[src/rtl/alu_rr_sequencer_if.sv]
// Request/response bundle for alu_rr_sequencer.
//   master: requester/consumer side (drives requests, rsp_ready)
//   slave : sequencer side (drives req_ready, rsp_*, busy)
// Signals:
//   req_valid[N], req_ready[N] : per-requester handshake
//   req_op[2N], req_a[8N], req_b[8N] : packed per-requester payload
//   rsp_valid, rsp_ready : result handshake
//   rsp_id[ID_W], rsp_y[9] : owner of the result and the 9-bit result
//   busy : high while an operation is executing or awaiting hand-off
interface alu_rr_sequencer_if #(
  parameter int unsigned N    = 2,
  parameter int unsigned ID_W = 1
) ();
  logic [N-1:0]    req_valid;
  logic [N-1:0]    req_ready;
  logic [2*N-1:0]  req_op;
  logic [8*N-1:0]  req_a;
  logic [8*N-1:0]  req_b;
  logic            rsp_valid;
  logic            rsp_ready;
  logic [ID_W-1:0] rsp_id;
  logic [8:0]      rsp_y;
  logic            busy;

  modport master (
    output req_valid, req_op, req_a, req_b, rsp_ready,
    input  req_ready, rsp_valid, rsp_id, rsp_y, busy
  );

  modport slave (
    input  req_valid, req_op, req_a, req_b, rsp_ready,
    output req_ready, rsp_valid, rsp_id, rsp_y, busy
  );
endinterface

[src/rtl/alu_rr_sequencer.sv]
// Round-robin shared bit-serial ALU (add/sub/AND/XOR, 9-bit result).
// One operation in flight: accept in IDLE, 8 bit-serial steps in EXEC (LSB first),
// then hold the result in RESP until the consumer takes it.
// Ports:
//   clk    : clock, posedge
//   rstn   : synchronous active-low reset
//   io_bus : alu_rr_sequencer_if slave modport (requests in, response out)
module alu_rr_sequencer #(
  parameter int unsigned N    = 2,
  parameter int unsigned ID_W = 1
) (
  input logic              clk,
  input logic              rstn,
  alu_rr_sequencer_if.slave io_bus
);

  localparam logic [1:0] OpAdd = 2'b00;
  localparam logic [1:0] OpSub = 2'b01;
  localparam logic [1:0] OpAnd = 2'b10;

  typedef enum logic [1:0] {StIdle, StExec, StResp} state_e;

  state_e          r_state, w_state_next;

  logic [ID_W-1:0] w_gnt, w_idx;
  logic            w_gnt_vld;
  logic [1:0]      w_op;
  logic [7:0]      w_a, w_b;
  logic [N-1:0]    w_req_ready;
  logic            w_rsp_valid, w_busy;

  logic [1:0]      r_op;
  logic [7:0]      r_a, r_b;   // shifted right each step; bit 0 is the current bit
  logic [7:0]      r_acc;      // result bits shift in from the top
  logic [2:0]      r_cnt;
  logic            r_c;        // carry for add, borrow for sub
  logic [8:0]      r_rsp_y;
  logic [ID_W-1:0] r_rsp_id;
  logic [ID_W-1:0] r_last;

  logic            w_abit, w_bbit, w_ybit, w_cnext;

  // Round-robin search starting just after the last granted requester.
  always_comb begin
    w_gnt_vld = 1'b0;
    w_gnt     = '0;
    w_idx     = '0;
    for (int unsigned off = 1; off <= N; off++) begin
      w_idx = ID_W'((32'(r_last) + off) % N);
      if (!w_gnt_vld && io_bus.req_valid[w_idx]) begin
        w_gnt_vld = 1'b1;
        w_gnt     = w_idx;
      end
    end
  end

  // Payload of the granted requester.
  always_comb begin
    w_op = '0;
    w_a  = '0;
    w_b  = '0;
    for (int unsigned k = 0; k < N; k++) begin
      if (w_gnt == ID_W'(k)) begin
        w_op = io_bus.req_op[2*k +: 2];
        w_a  = io_bus.req_a[8*k +: 8];
        w_b  = io_bus.req_b[8*k +: 8];
      end
    end
  end

  // One ripple stage of the selected op.
  always_comb begin
    w_abit = r_a[0];
    w_bbit = r_b[0];
    case (r_op)
      OpAdd: begin
        w_ybit  = w_abit ^ w_bbit ^ r_c;
        w_cnext = (w_abit & w_bbit) | (w_bbit & r_c) | (r_c & w_abit);
      end
      OpSub: begin
        w_ybit  = w_abit ^ w_bbit ^ r_c;
        w_cnext = (~w_abit & w_bbit) | (~(w_abit ^ w_bbit) & r_c);
      end
      OpAnd: begin
        w_ybit  = w_abit & w_bbit;
        w_cnext = 1'b0;
      end
      default: begin
        w_ybit  = w_abit ^ w_bbit;
        w_cnext = 1'b0;
      end
    endcase
  end

  // FSM: state register.
  always_ff @(posedge clk) begin
    if (!rstn) begin
      r_state <= StIdle;
    end else begin
      r_state <= w_state_next;
    end
  end

  // FSM: next state.
  always_comb begin
    w_state_next = r_state;
    case (r_state)
      StIdle:  if (w_gnt_vld) w_state_next = StExec;
      StExec:  if (r_cnt == 3'd7) w_state_next = StResp;
      StResp:  if (io_bus.rsp_ready) w_state_next = StIdle;
      default: w_state_next = StIdle;
    endcase
  end

  // FSM: outputs.
  always_comb begin
    w_req_ready = '0;
    if (r_state == StIdle && w_gnt_vld) w_req_ready[w_gnt] = 1'b1;
    w_rsp_valid = (r_state == StResp);
    w_busy      = (r_state != StIdle);
  end

  // Datapath.
  always_ff @(posedge clk) begin
    if (!rstn) begin
      r_op     <= '0;
      r_a      <= '0;
      r_b      <= '0;
      r_acc    <= '0;
      r_cnt    <= '0;
      r_c      <= 1'b0;
      r_rsp_y  <= '0;
      r_rsp_id <= '0;
      r_last   <= ID_W'(N - 1);
    end else begin
      case (r_state)
        StIdle: begin
          if (w_gnt_vld) begin
            r_op     <= w_op;
            r_a      <= w_a;
            r_b      <= w_b;
            r_rsp_id <= w_gnt;
            r_cnt    <= '0;
            r_c      <= 1'b0;
          end
        end
        StExec: begin
          r_a   <= r_a >> 1;
          r_b   <= r_b >> 1;
          r_c   <= w_cnext;
          r_acc <= {w_ybit, r_acc[7:1]};
          r_cnt <= r_cnt + 3'd1;
          // Publish only the completed result; bits 0..6 sit in r_acc[7:1].
          if (r_cnt == 3'd7) r_rsp_y <= {w_cnext, w_ybit, r_acc[7:1]};
        end
        StResp: begin
          if (io_bus.rsp_ready) r_last <= r_rsp_id;
        end
        default: ;
      endcase
    end
  end

  assign io_bus.req_ready = w_req_ready;
  assign io_bus.rsp_valid = w_rsp_valid;
  assign io_bus.busy      = w_busy;
  assign io_bus.rsp_y     = r_rsp_y;
  assign io_bus.rsp_id    = r_rsp_id;

endmodule

[src/flat_wrapper.sv]
// flat-port wrapper written by rule: the top's interface ports become plain ports
module alu_rr_sequencer_flat 
#(
  parameter int unsigned N    = 2,
  parameter int unsigned ID_W = 1
)
  (clk, rstn, io_bus_req_valid, io_bus_req_op, io_bus_req_a, io_bus_req_b, io_bus_rsp_ready, io_bus_req_ready, io_bus_rsp_valid, io_bus_rsp_id, io_bus_rsp_y, io_bus_busy);
  alu_rr_sequencer_if #(.N(N), .ID_W(ID_W)) io_bus_i ();
  input logic clk;
  input logic rstn;
  input wire logic [$bits(io_bus_i.req_valid)-1:0] io_bus_req_valid;
  input wire logic [$bits(io_bus_i.req_op)-1:0] io_bus_req_op;
  input wire logic [$bits(io_bus_i.req_a)-1:0] io_bus_req_a;
  input wire logic [$bits(io_bus_i.req_b)-1:0] io_bus_req_b;
  input wire logic [$bits(io_bus_i.rsp_ready)-1:0] io_bus_rsp_ready;
  output wire logic [$bits(io_bus_i.req_ready)-1:0] io_bus_req_ready;
  output wire logic [$bits(io_bus_i.rsp_valid)-1:0] io_bus_rsp_valid;
  output wire logic [$bits(io_bus_i.rsp_id)-1:0] io_bus_rsp_id;
  output wire logic [$bits(io_bus_i.rsp_y)-1:0] io_bus_rsp_y;
  output wire logic [$bits(io_bus_i.busy)-1:0] io_bus_busy;
  assign io_bus_i.req_valid = io_bus_req_valid;
  assign io_bus_i.req_op = io_bus_req_op;
  assign io_bus_i.req_a = io_bus_req_a;
  assign io_bus_i.req_b = io_bus_req_b;
  assign io_bus_i.rsp_ready = io_bus_rsp_ready;
  assign io_bus_req_ready = io_bus_i.req_ready;
  assign io_bus_rsp_valid = io_bus_i.rsp_valid;
  assign io_bus_rsp_id = io_bus_i.rsp_id;
  assign io_bus_rsp_y = io_bus_i.rsp_y;
  assign io_bus_busy = io_bus_i.busy;
  alu_rr_sequencer #(.N(N), .ID_W(ID_W)) u_core (.clk(clk), .rstn(rstn), .io_bus(io_bus_i));
endmodule
[config.mk]
export PLATFORM = sky130hd
export DESIGN_NAME = alu_rr_sequencer_flat
export DESIGN_NICKNAME = d
export VERILOG_FILES = /design/src/rtl/alu_rr_sequencer_if.sv /design/src/rtl/alu_rr_sequencer.sv /design/src/flat_wrapper.sv
export SDC_FILE = /design/constraint.sdc
export NUM_CORES = 1
export LEC_CHECK = 0
export ABC_AREA = 1
export CAP_MARGIN = 40
export CORE_MARGIN = 2
export CORE_UTILIZATION = 53
export DETAILED_ROUTE_END_ITERATION = 16
export GPL_ROUTABILITY_DRIVEN = 0
export HOLD_SLACK_MARGIN = 0.08
export PLACE_DENSITY = 0.83
export SKIP_CTS_REPAIR_TIMING = 1
export SYNTH_ARGS = -nofsm -noshare
export SYNTH_HDL_FRONTEND = slang
export SYNTH_SLANG_ARGS = --single-unit
[constraint.sdc]
create_clock -name clk -period 1.9 [get_ports clk]
set_clock_uncertainty 0.05 [all_clocks]
set_input_delay 0.57 -clock clk [delete_from_list [all_inputs] [get_ports clk]]
set_output_delay 0.57 -clock clk [all_outputs]
set_load 0.01 [all_outputs]
-- Word level (Yosys, flattened, before mapping)
Index checks and enable logic that the tools add are counted.
- $lt $le $gt $ge: 4
- bitwise gates (word level): 12
- add/subtract/negate cells: 3
- reductions and logical operators: 14
- muxes and demuxes: 28
- eq/ne operators: 8
- operators by type and width (kind ; number):
    $mux 8 ; 4
    $pmux 8 s2 ; 2
    $mux 1 ; 10
    $mux 2 ; 5
    $reduce_and 2->1 ; 4
    $lt 1x2->1 const B ; 3
    $pmux 1 s2 ; 3
    $pmux 2 s3 ; 1
    $pmux 3 s2 ; 1
    $and 1x1->1 ; 5
    $eq 2x1->1 const B ; 2
    $eq 2x2->1 const B ; 2
    $logic_not 2->1 ; 2
    $ne 2x1->1 const B ; 2
    $reduce_bool 2->1 ; 2
    $add 3x1->3 const B ; 1
    $eq 3x3->1 const B ; 1
    $logic_and 1x1->1 ; 3
    $mux 3 ; 1
    $or 1x1->1 ; 3
    $reduce_and 3->1 ; 1
    $add 1x1->1 const B ; 2
    $ne 2x2->1 const B ; 1
    $not 1->1 ; 2
    5 further kinds ; 6
- input port bits: 41
- output and inout bits: 14
- bits in registers: 43
- logic and storage cells: 79

-- Logic depth before layout (Yosys ltp)
Gate-level depths: netlist of the first run.
- depth after elaboration: 12
- gate-level depth with buffers: 9
- depth with buffers taken out: 7

-- Least setup slack after synthesis of the first run
OpenSTA, ideal clock, no wires.
- kind: in2out
- from: input port io_bus_req_valid[0]
- to: output port io_bus_req_ready[1]
- stages on the path: 5
- required time: 1280 ps
- path slack: 130 ps
- buffers on the path: 2
- data arrival time: 1150 ps
- cell sequence: nand2_1 > buf_6 > nand2_4 > buf_6 > nor2_1
- cells in the longest elaborated chain, start to end: 11
- elaborated cells on any way between the ends: 17
- those cells by class: 2 x order compare; 11 x mux; 4 x reduce/logical
- ends and longest elaborated chain (element ; line ; RTL):
    from (decl) ; flat_wrapper.sv:11 ; input wire logic [$bits(io_bus_i.req_valid)-1:0] io_bus_req_valid;
    $mux 1 (not written as such) (2 in a row) ; alu_rr_sequencer.sv:50 ; if (!w_gnt_vld && io_bus.req_valid[w_idx]) begin
    $mux 1 ; alu_rr_sequencer.sv:50 ;
    $logic_not 1->1 ; alu_rr_sequencer.sv:50 ;
    $logic_and 1x1->1 ; alu_rr_sequencer.sv:50 ;
    $mux 1 ; alu_rr_sequencer.sv:50 ;
    $lt 1x2->1 (not written as such) or $ge 1x1->1 (tied branches) ; alu_rr_sequencer.sv:118 ; if (r_state == StIdle && w_gnt_vld) w_req_ready[w_gnt] = 1'b1;
    $logic_and 1x1->1 (not written as such) ; alu_rr_sequencer.sv:118 ;
    $mux 1 (not written as such) ; alu_rr_sequencer.sv:118 ;
    $demux 1 s1 ; -- ;
    $mux 2 (*) ; alu_rr_sequencer.sv:118 ;
    to (decl) ; flat_wrapper.sv:16 ; output wire logic [$bits(io_bus_i.req_ready)-1:0] io_bus_req_ready;
Every way passes the cells marked *; elsewhere a longest branch is shown, timed or not. The select of a mux whose other input is x is not followed.

-- Worst setup path after layout of the first run
Same ends and word-level chain as after synthesis.

==> results of run 1 <==
==> layout by cell type (no fill, tap or decap), drive strengths merged <==
cell / Yosys / layout
fa: 2 / 2
inv: 45 / 45
o21ai: 16 / 16
o21a: 1 / 1
clkdlybuf4s50: 0 / 48
ha: 4 / 4
nand2: 89 / 89
a21oi: 29 / 29
buf: 15 / 16
dfxtp: 42 / 42
a211oi: 1 / 1
clkbuf: 4 / 8
dlymetal6s2s: 0 / 4
o211ai: 1 / 1
clkinv: 1 / 1
nand3: 54 / 54
nor2: 28 / 28
==> cells by family after synthesis <==
group	Yosys count	synth area share, %
compound gates	48	11.3
fa+ha+maj	6	4.09
buf+inv	65	13.6
flops	42	38.2
simple gates	171	32.9
==> stage by stage <==
| step | util (%) | std cells | hold slack [ns] | worst slack [ns] | power (mW) |
|---|---|---|---|---|---|
| finish | 72.4 | 439 | 0.430 | 0.0631 | 1.93 |
| global placement | 70.1 | 432 | 0.399 | -0.665 | 1.41 |
| detailed placement | 70.1 | 432 | 0.415 | -0.680 | 1.43 |
| global route | 72.4 | 439 | 0.447 | 0.0191 | 2.04 |
| floorplan | - | 332 | 0.382 | 0.130 | 1.26 |
| CTS | 72.0 | 439 | 0.431 | -0.691 | 1.94 |
==> metal layers <==
layer  GRT usage, %  vias up  routed length (um)
met1           27.9     1007                2230
met4           10.0        0                  65
met2           41.1       37                2500
li1               -     1158                   -
met3           2.96        5                 172
met5              0        -                   0
==> layout make-up <==
type	instances	area, um^2
multi-input cells	225	1070
inverters	46	173
fillers	352	1100
repair buffers	69	672
flip-flops and latches	42	841
clock buffers	7	76.3
well taps	50	62.6
==> power groups by stage <==
stage	Clock, mW	Combinational [mW]	Sequential [mW]
floorplan	0	0.269	0.991
global placement	0	0.419	0.996
detailed placement	0	0.428	0.998
CTS	0.532	0.430	0.979
global route	0.567	0.483	0.986
finish	0.526	0.427	0.979
==> path summary, 6_finish.rpt <==
| kind | startpoint | to | slack [ns] | cells past startpoint |
|---|---|---|---|---|
| max reg2reg | u_core.r_state[0] | u_core.r_b[5] | 0.37 | 6 |
| min | u_core.r_cnt[0] | u_core.r_cnt[0] | 0.43 | 1 |
| max | io_bus_req_valid[0] | io_bus_req_ready[1] | 0.06 | 6 |
| min reg2reg | u_core.r_cnt[0] | u_core.r_cnt[0] | 0.43 | 1 |
==> critical path: stages <==
cell,delay [ns]
dlymetal6s2s_1,0.13
nand2_1,0.09
buf_4,0.13
nand2_4,0.05
nor2_2,0.10
clkbuf_2,0.14
==> flip-flops by register name, summed over array words and instances, names as in the netlist <==
| name | count |
|---|---|
| u_core.io_bus.rsp_id | 1 |
| u_core.io_bus.rsp_y | 9 |
| u_core.r_a | 8 |
| u_core.r_acc | 7 |
| u_core.r_b | 8 |
| u_core.r_c | 1 |
| u_core.r_cnt | 3 |
| u_core.r_last | 1 |
| u_core.r_op | 2 |
| u_core.r_state | 2 |
==> flow_metrics.py, run 1 <==
metrics = {
    "sta": {
        "finalSetupTns_ns": 0,
        "final_hold_viol_count": 0,
        "min_period_ns": 1.84,
        "slew_headroom_pct": 71.3,
        "rsz0062_at_grt": "no",
        "setup_viol": 0,
        "drv_slew": 0,
        "max_freq_mhz": 544,
        "worstMarginPinSlew_ns": 0.429,
        "fin_crit_sh_pct": 96.7,
    },
    "floorplan": {
        "fp.dieH_um": 68.5,
        "ios": 55,
        "rows": 23,
        "start_util_pct": 55.1,
        "dieWidth_um": 68.5,
        "core_area_mm2": 0.00400,
        "dieArea_mm2": 0.00469,
    },
    "place": {
        "place.port_buffers": 54,
        "placed_cell_area_mm2": 0.00280,
        "dp_hpwl_um": 3550,
    },
    "clocking": {
        "cts_root_buf": "clkbuf_8",
        "clk_path_buf_depth": 2,
        "htreeDepth": 2,
        "cts_buffers": 5,
        "cts_sinks": 42,
        "clk_pin_slew_ns": 0.07,
        "cts_tree": "yes",
        "clock_latency_ns": 0.29,
    },
    "detailed_routing": {
        "drtAntennaViolNets": 0,
        "dr.pass1.iters": 4,
        "vias": 2207,
        "drt_wl_total_um": 4970,
        "drt_iter0_markers": 123,
        "drc_errors": 0,
        "viasPerCell": 5.03,
        "wl_per_cell_um": 11.3,
    },
    "pwr": {
        "leakagePower_nw": 1.44,
        "p_clk_share_pct": 27.2,
        "p_sw_share_pct": 28.0,
        "seqPwrFrac_pct": 50.7,
        "p_int_mw": 1.39,
        "pwr-share-comb_pct": 22.1,
        "powerDensity_mw_per_mm2": 667,
        "peakVddDrop_mv": 0.490,
        "switching_power_mw": 0.541,
    },
    "logic_synthesis": {
        "synth_edf_count": 0,
        "synth.avg_cell_area_um2": 6.63,
        "synth_area_leaders": "dfxtp_1 38%, nand2_1 14%, nand3_1 12%",
        "netlist_instances": 332,
        "ys_ff_latch": 42,
        "synth.largest_area_cell": "dfxtp_1",
        "ys_top_cells_by_count": "85 x nand2_1, 54 x nand3_1, 42 x dfxtp_1, 42 x inv_1, 29 x a21oi_1",
        "yosysUniqueCellTypes": 21,
        "synthFlopType": "dfxtp_1",
        "synth_top_cell_area_share_pct": 38.2,
        "syn-num-nets": 379,
        "yosysWarningCount": 0,
        "post-synth-top-count-cell": "nand2_1",
        "seq_area_frac_synth_pct": 38.2,
        "syn-cell-area_mm2": 0.00220,
        "async_flop_share_pct": 0,
    },
    "global_routing": {
        "grt_remaining_overflow": 0,
        "grt_start_max_net_pins": 27,
        "antenna_found_initial": 0,
        "grt_usage_pct": 23.2,
        "grt_pass1_vias": 1974,
        "grt_pass1_wl_um": 8270,
    },
    "worst_hold_path": {
        "holdCritPathClass": "register to register",
    },
    "worst_setup_path": {
        "start_kind": "primary input",
        "timing.critical_path.fanout_max": 3,
        "timing.critical_path.arrival_ns": 1.22,
        "required_ns": 1.28,
        "critPathCaptureType": "output pin",
        "crit_type": "primary input to output pin",
    },
    "run": {
        "cap_viol_max_count": 0,
    },
    "finish": {
        "drive_above_1_share_pct": 8.48,
        "final_nets": 436,
        "design_area_mm2": 0.00290,
        "areaGrowthSynthToFinish_pct": 31.5,
        "antennaDiodeCount": 0,
    },
    "run_status": {
        "status": "complete, no violations",
    },
}
No activity file was read; power rests on OpenSTA's default activity.
==> inputs of run 2 (changes only) <==
- ABC_AREA: 1 -> default
- CORE_UTILIZATION: 53 -> 49
- PLACE_DENSITY: 0.83 -> 0.8
==> run 2 against run 1 <==
First-iteration DRC count is 31% lower. Sequential power fell by 2.1%. Cell count shrank 26%. Hold slack lost 0.028 ns. Via count shrank 21%. Register-to-register slack lost 0.05 ns. Non-clock buffer count grew 1. Sequential cell count unchanged.
==> flow_metrics.py, run 2 <==
metrics = {
    "worst_setup_path": {
        "worstPathCellList": "clkdlybuf4s50_1",
        "critPathCaptureType": "output pin",
        "r2r_start": "u_core.r_b[0]",
        "cp_num_buf_inv": 1,
        "critPathTopFamily": "buffers and inverters",
        "timing.critical_path.arrival_ns": 1.21,
        "cp_slowest_stage_delay_ns": 0.55,
        "cp_slowest_cell": "clkdlybuf4s50_1",
        "reg2reg_depth": 5,
        "start_kind": "register",
        "r2r-end": "u_core.io_bus.rsp_y[8]",
        "reg2reg_slack_ns": 0.32,
        "crit_type": "register to output pin",
        "required_ns": 1.28,
        "timing.critical_path.fanout_max": 3,
        "startpoint": "u_core.io_bus.rsp_id",
    },
    "sta": {
        "max_freq_mhz": 547,
        "rsz0062_at_grt": "no",
        "fin_crit_sh_pct": 96.3,
        "setup_viol": 0,
        "setup_slack_ns": 0.0705,
        "final_hold_viol_count": 0,
        "slew_headroom_pct": 65.2,
        "min_period_ns": 1.83,
        "fin_hold_ws_ns": 0.403,
        "drv_slew": 0,
        "worstMarginPinSlew_ns": 0.523,
        "finalSetupTns_ns": 0,
    },
    "finish": {
        "layout_common_cells": "48 x clkdlybuf4s50_1, 41 x nand2_1, 40 x dfxtp_1",
        "areaGrowthSynthToFinish_pct": 40.4,
        "antennaDiodeCount": 0,
        "largest_reg_flops": 9,
        "final_util_pct": 72.6,
        "final_nets": 324,
        "drive_above_1_share_pct": 12.6,
        "final_common_cell": "clkdlybuf4s50_1",
    },
    "floorplan": {
        "dieArea_mm2": 0.00444,
        "fp.dieH_um": 66.6,
        "start_util_pct": 51.7,
        "core_area_mm2": 0.00372,
        "dieWidth_um": 66.6,
        "ios": 55,
        "rows": 22,
    },
    "detailed_routing": {
        "drc_errors": 0,
        "viasPerCell": 5.36,
        "dr.pass1.iters": 4,
        "wl_per_cell_um": 12.4,
        "drt_wl_total_um": 4030,
        "drt_iter0_markers": 85,
        "drtAntennaViolNets": 0,
        "vias": 1746,
    },
    "logic_synthesis": {
        "synth.avg_cell_area_um2": 9.02,
        "seq_area_frac_synth_pct": 43.8,
        "synth_top_cell_area_share_pct": 43.8,
        "synth.largest_area_cell": "dfxtp_1",
        "synth_area_leaders": "dfxtp_1 44%, nand2_1 8.0%, mux2i_1 7.3%",
        "synthFlopType": "dfxtp_1",
        "synth_edf_count": 0,
        "yosysWarningCount": 0,
        "syn-cell-area_mm2": 0.00192,
        "syn-num-nets": 260,
        "yosysUniqueCellTypes": 35,
        "post-synth-top-count-cell": "dfxtp_1",
        "async_flop_share_pct": 0,
        "ys_ff_latch": 42,
        "netlist_instances": 213,
        "ys_top_cells_by_count": "42 x dfxtp_1, 41 x nand2_1, 19 x a21oi_1",
    },
    "clocking": {
        "htreeDepth": 2,
        "clock_latency_ns": 0.29,
        "cts_tree": "yes",
        "cts_buffers": 5,
        "cts_root_buf": "clkbuf_8",
        "cts_sinks": 42,
        "clk_path_buf_depth": 2,
        "clk_pin_slew_ns": 0.08,
    },
    "global_routing": {
        "grt_start_max_net_pins": 36,
        "grt_pass1_vias": 1614,
        "grt_remaining_overflow": 0,
        "antenna_found_initial": 0,
        "grt_pass1_wl_um": 6930,
        "grt_usage_pct": 20.4,
    },
    "worst_hold_path": {
        "holdCritPathClass": "register to register",
        "hold_depth": 2,
        "hold-path-endpoint": "u_core.io_bus.rsp_y[0]",
        "hp-start": "u_core.r_acc[1]",
    },
    "run_status": {
        "status": "complete, no violations",
    },
    "pwr": {
        "seqPwrFrac_pct": 51.3,
        "p_int_mw": 1.40,
        "pwr-share-comb_pct": 17.4,
        "p_sw_share_pct": 25.0,
        "switching_power_mw": 0.467,
        "p_clk_share_pct": 31.3,
        "peakVddDrop_mv": 0.397,
        "finalPower_mw": 1.87,
        "powerDensity_mw_per_mm2": 693,
        "leakagePower_nw": 1.03,
    },
    "place": {
        "place.port_buffers": 54,
        "dp_slack_ns": -0.633,
        "dp_hpwl_um": 3010,
    },
    "run": {
        "cap_viol_max_count": 0,
    },
}
==> run 2: how the worst max path moves through the flow <==
stage / to / slack [ns] / cells after the start
floorplan: io_bus_req_ready[1] / 0.25 / 3
global placement: io_bus_req_ready[1] / -0.60 / 4
detailed placement: io_bus_req_ready[1] / -0.63 / 4
CTS: io_bus_req_ready[1] / -0.63 / 4
global route: io_bus_rsp_id / 0.03 / 1
finish: io_bus_rsp_id / 0.07 / 1
==> run 2: per-stage QoR <==
step	std cells	area, um^2
2_1_floorplan	213	1920
3_3_place_gp	318	2590
3_5_place_dp	318	2590
4_1_cts	326	2690
5_1_grt	326	2700
6_report	326	2700
==> run 2: area by class of cell <==
class | count | area (um^2)
fill | 314 | 1020
multi-input combinational | 152 | 978
tap | 48 | 60.1
clock inverter | 2 | 12.5
timing repair buffer | 70 | 698
clock buffer | 6 | 82.6
sequential | 42 | 843
inverter | 6 | 22.5
==> run 2: cells by family after synthesis <==
| group | share of synthesized area (%) |
|---|---|
| simple gates | 15.2 |
| compound gates | 22.3 |
| flops | 43.8 |
| buf+inv | 5.60 |
| mux | 8.46 |
| fa+ha+maj | 4.69 |
==> run 2: per-layer routing <==
metal / GRT usage (%) / vias to the layer above / share of wire (%)
met2: 34.4 / 40 / 50
met4: 6.12 / 0 / 1.0
met3: 5.57 / 6 / 4.2
met1: 25.3 / 817 / 45
li1: - / 883 / -
met5: 0 / - / 0
==> run 2: power groups by stage <==
stage	Clock, mW	Sequential (mW)	Combinational, mW
final	0.585	0.958	0.326
after global routing	0.643	0.964	0.361
after CTS	0.603	0.956	0.332
after detailed placement	0	0.976	0.330
after global placement	0	0.975	0.324
after floorplan	0	0.970	0.166
==> inputs of run 3 (changes only) <==
- DONT_BUFFER_PORTS: default -> 1
- PLACE_DENSITY: 0.8 -> 0.62
==> run 3 against run 2 <==
Utilization shrank 17 points. Global-route usage shrank 2.2 points. Hold slack lost 0.096 ns. Sequential share of layout area grew 9.5 points. First-iteration DRC count grew 29%. Final area shrank 24%. Setup slack gained 0.062 ns. Register-to-register slack gained 0.04 ns. Non-clock buffer count shrank 62. Die area is the same. Largest cell class unchanged. Highest routed layer unchanged.
==> flow_metrics.py, run 3 (synthesized netlist as in run 2, its figures left out) <==
metrics = {
    "run_status": {
        "status": "complete, no violations",
    },
    "run": {
        "cap_viol_max_count": 0,
    },
    "global_routing": {
        "grt_remaining_overflow": 0,
        "grt_usage_pct": 18.2,
        "antenna_found_initial": 0,
        "grt_pass1_wl_um": 6070,
        "use_met2_pct": 27.8,
        "use_met3_pct": 4.73,
        "met1_usage_pct": 24.2,
        "grt_start_max_net_pins": 25,
        "top_usage_layer": "met2",
        "grt_pass1_vias": 1347,
    },
    "clocking": {
        "cts_root_buf": "clkbuf_8",
        "clock_latency_ns": 0.29,
        "cts_tree": "yes",
        "clk_pin_slew_ns": 0.07,
        "cts_buffers": 5,
        "clk_path_buf_depth": 2,
        "cts_sinks": 42,
        "htreeDepth": 2,
    },
    "place": {
        "place.port_buffers": 0,
        "dp_hpwl_um": 2710,
        "placed_cell_area_mm2": 0.00197,
    },
    "worst_setup_path": {
        "critPathCaptureType": "output pin",
        "timing.critical_path.fanout_max": 6,
        "required_ns": 1.28,
        "start_kind": "register",
        "reg2reg_slack_ns": 0.36,
        "r2r_start": "u_core.r_c",
        "timing.critical_path.arrival_ns": 1.15,
        "startpoint": "u_core.r_state[0]",
        "crit_type": "register to output pin",
    },
    "sta": {
        "drv_slew": 0,
        "final_hold_viol_count": 0,
        "slew_headroom_pct": 66.5,
        "min_period_ns": 1.77,
        "max_freq_mhz": 566,
        "finalSetupTns_ns": 0,
        "worstMarginPinSlew_ns": 0.502,
        "rsz0062_at_grt": "no",
        "fin_crit_sh_pct": 93.0,
        "setup_viol": 0,
    },
    "pwr": {
        "peakVddDrop_mv": 0.504,
        "switching_power_mw": 0.425,
        "p_sw_share_pct": 24.6,
        "seqPwrFrac_pct": 55.4,
        "leakagePower_nw": 0.724,
        "powerDensity_mw_per_mm2": 839,
        "p_clk_share_pct": 32.8,
        "p_int_mw": 1.31,
        "pwr-share-comb_pct": 11.8,
    },
    "floorplan": {
        "ios": 55,
        "start_util_pct": 51.7,
        "dieArea_mm2": 0.00444,
        "fp.dieH_um": 66.6,
        "core_area_mm2": 0.00372,
        "rows": 22,
        "dieWidth_um": 66.6,
    },
    "detailed_routing": {
        "drt_wl_total_um": 3820,
        "viasPerCell": 5.68,
        "vias": 1499,
        "wl_per_cell_um": 14.5,
        "dr.pass1.iters": 4,
        "drt_iter0_markers": 110,
        "drc_errors": 0,
        "drtAntennaViolNets": 0,
    },
    "finish": {
        "final_common_cell": "dfxtp_1",
        "final_nets": 262,
        "largest_reg_flops": 9,
        "layout_common_cells": "42 x dfxtp_1, 41 x nand2_1, 19 x a21oi_1",
        "antennaDiodeCount": 0,
        "areaGrowthSynthToFinish_pct": 7.36,
        "design_area_mm2": 0.00206,
        "drive_above_1_share_pct": 9.72,
        "n_fill_cell": 351,
    },
    "worst_hold_path": {
        "hp-start": "rstn",
        "holdCritPathClass": "primary input to register",
    },
}
-- run 3: layout make-up --
type	count	area (um^2)	area share [%]
flip-flops and latches	42	841	40.8
well taps	48	60.1	2.91
clock buffers	7	86.3	4.18
clock inverters	1	5.00	0.243
inverters	6	22.5	1.09
multi-input cells	152	976	47.3
repair buffers	8	72.6	3.52
-- run 3: path summary, 6_finish.rpt --
kind                                               end  depth (start not counted)
worst min register to register  u_core.io_bus.rsp_y[0]                          2
worst max-delay path               io_bus_req_ready[0]                          2
worst max register to register  u_core.io_bus.rsp_y[8]                          5
worst min-delay path                     u_core.r_last                          1
-- run 3: power by group through the flow --
| stage | clock (mW) | combinational, mW | sequential [mW] |
|---|---|---|---|
| floorplan | 0 | 0.166 | 0.970 |
| global placement | 0 | 0.199 | 0.976 |
| detailed placement | 0 | 0.207 | 0.977 |
| CTS | 0.585 | 0.207 | 0.957 |
| global route | 0.620 | 0.229 | 0.963 |
| finish | 0.567 | 0.205 | 0.959 |
-- run 3: critical path, stage by stage (launching register included) --
cell and delay (ns):
dfxtp_1 0.39, nor2_2 0.19, and3_1 0.28
-- run 3: per-stage QoR --
| stage | utilization, % | total power, mW | hold slack (ns) | worst slack [ns] | cells |
|---|---|---|---|---|---|
| global route | 55.5 | 1.81 | 0.306 | 0.0724 | 264 |
| floorplan | - | 1.14 | 0.382 | 0.254 | 213 |
| global placement | 53.0 | 1.17 | 0.394 | 0.296 | 256 |
| CTS | 55.5 | 1.75 | 0.302 | 0.0634 | 264 |
| detailed placement | 53.0 | 1.18 | 0.399 | 0.288 | 256 |
| finish | 55.5 | 1.73 | 0.307 | 0.133 | 264 |
-- run 3: per-layer routing --
metal  vias up  share of wire [%]
li1        756                  -
met1       688                 46
met2        50                 45
met3         5                7.4
met4         0                1.2
met5         -                  0
